$ cat src/rtl/dw_shad_scan_ctrl.sv
// Scan-side controller for a shadow-register chain: optional capture cycle, then a
// WIDTH-bit shift that unloads SO into dout while loading a pattern on SI.
module dw_shad_scan_ctrl #(
  parameter  int WIDTH = 8,
  localparam int CNT_W = $clog2(WIDTH + 1)
) (
  input  logic             clk,
  input  logic             rst_n,
  input  logic             start_valid,
  output logic             start_ready,
  input  logic             capture_i,
  input  logic [WIDTH-1:0] load_data,
  input  logic             abort_i,
  output logic             shad_clk_en,
  output logic             se_o,
  output logic             si_o,
  input  logic             so_i,
  output logic             out_valid,
  input  logic             out_ready,
  output logic [WIDTH-1:0] dout,
  output logic             busy
);

  typedef enum logic [1:0] {IDLE, CAPTURE, SHIFT, DONE} state_t;

  localparam logic [CNT_W-1:0] LAST = CNT_W'(WIDTH - 1);

  state_t             state_q, state_d;
  logic [CNT_W-1:0]   cnt_q, cnt_d;
  logic [WIDTH-1:0]   load_q, load_d;
  logic [WIDTH-1:0]   dout_q, dout_d;
  logic               shad_clk_en_q, shad_clk_en_d;
  logic               se_q, se_d;
  logic               si_q, si_d;
  logic               out_valid_q, out_valid_d;

  always_ff @(posedge clk or negedge rst_n) begin
    if (!rst_n) begin
      state_q       <= IDLE;
      cnt_q         <= '0;
      load_q        <= '0;
      dout_q        <= '0;
      shad_clk_en_q <= 1'b0;
      se_q          <= 1'b0;
      si_q          <= 1'b0;
      out_valid_q   <= 1'b0;
    end else begin
      state_q       <= state_d;
      cnt_q         <= cnt_d;
      load_q        <= load_d;
      dout_q        <= dout_d;
      shad_clk_en_q <= shad_clk_en_d;
      se_q          <= se_d;
      si_q          <= si_d;
      out_valid_q   <= out_valid_d;
    end
  end

  // Abort overrides every transition; dout keeps whatever was shifted in so far.
  always_comb begin
    state_d = state_q;
    cnt_d   = cnt_q;
    load_d  = load_q;
    dout_d  = dout_q;
    if (abort_i) begin
      state_d = IDLE;
    end else begin
      case (state_q)
        IDLE: begin
          if (start_valid) begin
            load_d  = load_data;
            cnt_d   = '0;
            state_d = capture_i ? CAPTURE : SHIFT;
          end
        end
        CAPTURE: state_d = SHIFT;
        SHIFT: begin
          for (int b = 0; b < WIDTH; b++) begin
            if (b == WIDTH - 1 - int'(cnt_q)) dout_d[b] = so_i;
          end
          load_d = {load_q[WIDTH-2:0], 1'b0};
          if (cnt_q == LAST) state_d = DONE;
          else               cnt_d   = cnt_q + CNT_W'(1);
        end
        DONE: begin
          if (out_ready) state_d = IDLE;
        end
        default: state_d = IDLE;
      endcase
    end
  end

  // Chain-facing outputs are registered from the next state so they never glitch.
  always_comb begin
    shad_clk_en_d = (state_d == CAPTURE) || (state_d == SHIFT);
    se_d          = (state_d == SHIFT);
    si_d          = se_d ? load_d[WIDTH-1] : 1'b0;
    out_valid_d   = (state_d == DONE);
  end

  assign start_ready = (state_q == IDLE);
  assign busy        = (state_q != IDLE);
  assign shad_clk_en = shad_clk_en_q;
  assign se_o        = se_q;
  assign si_o        = si_q;
  assign out_valid   = out_valid_q;
  assign dout        = dout_q;

endmodule

$ cat config.mk
export PLATFORM = sky130hd
export DESIGN_NAME = dw_shad_scan_ctrl
export DESIGN_NICKNAME = d
export VERILOG_FILES = /design/src/rtl/dw_shad_scan_ctrl.sv
export SDC_FILE = /design/constraint.sdc
export NUM_CORES = 1
export LEC_CHECK = 0
export CAP_MARGIN = 20
export CORE_ASPECT_RATIO = 0.6
export CORE_MARGIN = 3
export CORE_UTILIZATION = 49
export DETAILED_ROUTE_END_ITERATION = 8
export GPL_TIMING_DRIVEN = 1
export PLACE_DENSITY = 0.74
export SYNTH_ARGS = -nofsm -noshare
export SYNTH_HDL_FRONTEND = slang
export SYNTH_SLANG_ARGS = --single-unit
$ cat constraint.sdc
create_clock -name clk -period 2.25 [get_ports clk]
set_input_delay 0.45 -clock clk [delete_from_list [all_inputs] [get_ports clk]]
set_output_delay 0.45 -clock clk [all_outputs]
set_load 0.02 [all_outputs]
==> impl_metrics.py <==
metrics = {
    "clock_network": {
        "postCtsHoldBufs": 0,
        "cts_resized": 0,
        "htreeDepth": 1,
        "post_cts_buffers": 0,
        "clockBufferDepth": 2,
        "cts_tree": "yes",
        "clkLatencyLatePin_ps": 270,
        "cts_inserted_buffers": 3,
        "cts_root_buffer": "clkbuf_8",
        "cts.sinks": 26,
        "clk_pin_slew_ps": 90,
    },
    "worst_setup_path": {
        "end_kind": "output pin",
        "path_delay_family": "buffers and inverters",
        "worstPathMaxFanout": 9,
        "cp_num_buf_inv": 1,
        "crit_arrival_ps": 1720,
        "path_class": "reg2out",
        "rr_worst_depth": 6,
        "cp.depth": 2,
        "crit_path_cell_trace": "nor2_2 -> clkdlybuf4s50_1",
        "max_stage_delay_ps": 650,
        "start_kind": "flop",
        "cp_slowest_cell": "clkdlybuf4s50_1",
        "worstPathRequired_ps": 1800,
    },
    "outcome": {
        "status": "completed",
    },
    "timing": {
        "skew_ps": 5.51,
        "tightest_slew_ps": 553,
        "fin_hold_ws_ps": 497,
        "setup-tns-final_ps": 0,
        "drv_slew": 0,
        "fin_crit_sh": 0.965,
        "setup_viol": 0,
        "slew_headroom": 0.631,
        "hold_viol_final": 0,
        "fin_ws_ps": 79.5,
        "max_freq_ghz": 0.461,
        "rsz0062_at_grt": "no",
        "period_needed_ps": 2170,
    },
    "hold_path": {
        "min_path_cells": 2,
        "hp-class": "reg2reg",
    },
    "synth": {
        "synth.distinct_cells": 36,
        "synthArstFlopShare": 1.00,
        "synth-seq-cells": 26,
        "postSynthAreaPerCell_sq_um": 11.3,
        "syn_area_sq_um": 1250,
        "synth-edff-count": 0,
        "synthCells": 111,
        "postSynthNetCount": 132,
        "ys.flop_type": "dfrtp_1",
        "ys_seq_area_frac": 0.518,
        "yosys_warnings": 0,
    },
    "route": {
        "routed_via_density": 5.40,
        "ant_nets": 0,
        "first_pass_iters": 4,
        "drc": 0,
        "via_count": 940,
        "routed_wl_um": 2870,
        "detail_route.iter0.violations": 51,
        "drt-wirelength-per-cell_um": 16.5,
    },
    "cells_and_area": {
        "n_fill_cell": 165,
        "layout-drive-gt1-share": 0.118,
        "syn2layout_area_growth_pct": 32.5,
        "diodes": 0,
        "nets": 166,
        "stdcell_area_sq_um": 1660,
    },
    "placement": {
        "hpwl_um": 2220,
        "placed_area_sq_um": 1590,
        "routabilityCongestion": 0.755,
        "portBuffers": 28,
        "place_ws_ps": 92.0,
    },
    "pwr": {
        "peakVddDrop_uv": 524,
        "power_leakage_nw": 0.744,
        "pwr_density_cell_nw_per_um2": 782,
    },
    "global_route": {
        "grt_max_degree": 27,
        "grtUsageTotal": 0.206,
        "antenna_found_initial": 0,
        "grt_pass1_wl_um": 4930,
        "globalRouteOverflowTotal": 0,
        "grt_pass1_vias": 984,
    },
    "floorplan": {
        "boundaryPins": 29,
        "rows": 13,
        "dieArea_sq_um": 3220,
        "die_h_um": 45.2,
        "coreArea_sq_um": 2290,
        "start_util": 0.547,
        "die_w_um": 71.3,
    },
    "run": {
        "maxCapViolations": 0,
    },
}
state kept, by name, summed over array words and instances, names as in the netlist:
register / flops
cnt_q: 4
state_q: 2
se_o: 1
out_valid: 1
shad_clk_en: 1
dout: 8
si_o: 1
load_q: 8
metrics by stage:
stage | cells | util | power, mW
floorplan | 111 | - | 0.754
global placement | 170 | 0.694 | 0.909
detailed placement | 170 | 0.694 | 0.922
CTS | 174 | 0.725 | 1.31
global route | 174 | 0.725 | 1.37
finish | 174 | 0.725 | 1.30
per-layer routing:
| metal | global-route usage | vias up | part of all wire |
|---|---|---|---|
| met5 | 0 | - | 0 |
| met4 | 0.0449 | 0 | 0.0059 |
| met3 | 0.0644 | 2 | 0.047 |
| met2 | 0.297 | 26 | 0.42 |
| met1 | 0.303 | 456 | 0.52 |
| li1 | - | 456 | - |
cell usage after synthesis, types with 2 or more instances:
library cell	n	share of area
nor2_1	4	0.012
mux2_1	9	0.081
nand2_1	16	0.048
a31oi_1	2	0.010
dfrtp_1	26	0.52
o21ai_0	3	0.012
o21ai_1	5	0.020
a21oi_1	3	0.012
a22oi_1	6	0.036
ha_1	6	0.060
clkbuf_1	3	0.0090
inv_1	4	0.012
worst register-to-register path: stages (launching register included):
cell      delay (ps)
dfrtp_1          490
nand2b_4         210
nor4b_4          280
nand2_1          150
o21a_1           140
ha_1             210
and2_1           130
cells in the final DEF (no fill, tap or decap), types with 2 or more instances in the layout:
cell type	n
clkbuf_8	3
inv_1	4
a31oi_1	2
nor2_1	4
o21ai_0	3
o21ai_1	5
clkdlybuf4s50_1	28
dfrtp_1	26
buf_4	5
nand2_1	16
ha_1	6
mux2_1	9
a22oi_1	6
a21oi_1	3
cell families (layout without fill, tap and decap cells):
group | after synthesis | in the layout | share of synthesized area
mux | 10 | 10 | 0.0887
flops | 26 | 26 | 0.518
fa+ha+maj | 6 | 6 | 0.0598
compound gates | 24 | 24 | 0.126
simple gates | 37 | 37 | 0.180
buf+inv | 8 | 41 | 0.0269
power breakdown:
part	total (mW)	internal [mW]	switching, mW
registers	0.587	0.537	0.0505
logic	0.325	0.162	0.163
clock network	0.388	0.238	0.150
worst paths after layout:
path	start	slack (ps)	to
max in group asynchronous	rst_n	1460	out_valid
setup / recovery	state_q[1]	80	start_ready
hold / removal	load_q[3]	500	load_q[3]
min in group asynchronous	rst_n	530	load_q[2]
hold reg to reg	load_q[3]	500	load_q[3]
setup reg to reg	state_q[0]	540	si_o
area by class of cell:
cell class	count	area, sq um	share of cell area
Timing Repair Buffer	33	318	0.191
Inverter	4	15.0	0.00903
Multi-Input combinational cell	77	571	0.343
Tap cell	30	37.5	0.0226
Clock inverter	1	30.0	0.0181
Sequential cell	26	651	0.391
Clock buffer	3	41.3	0.0248
Note: power is estimated with default switching activity, not from simulation.
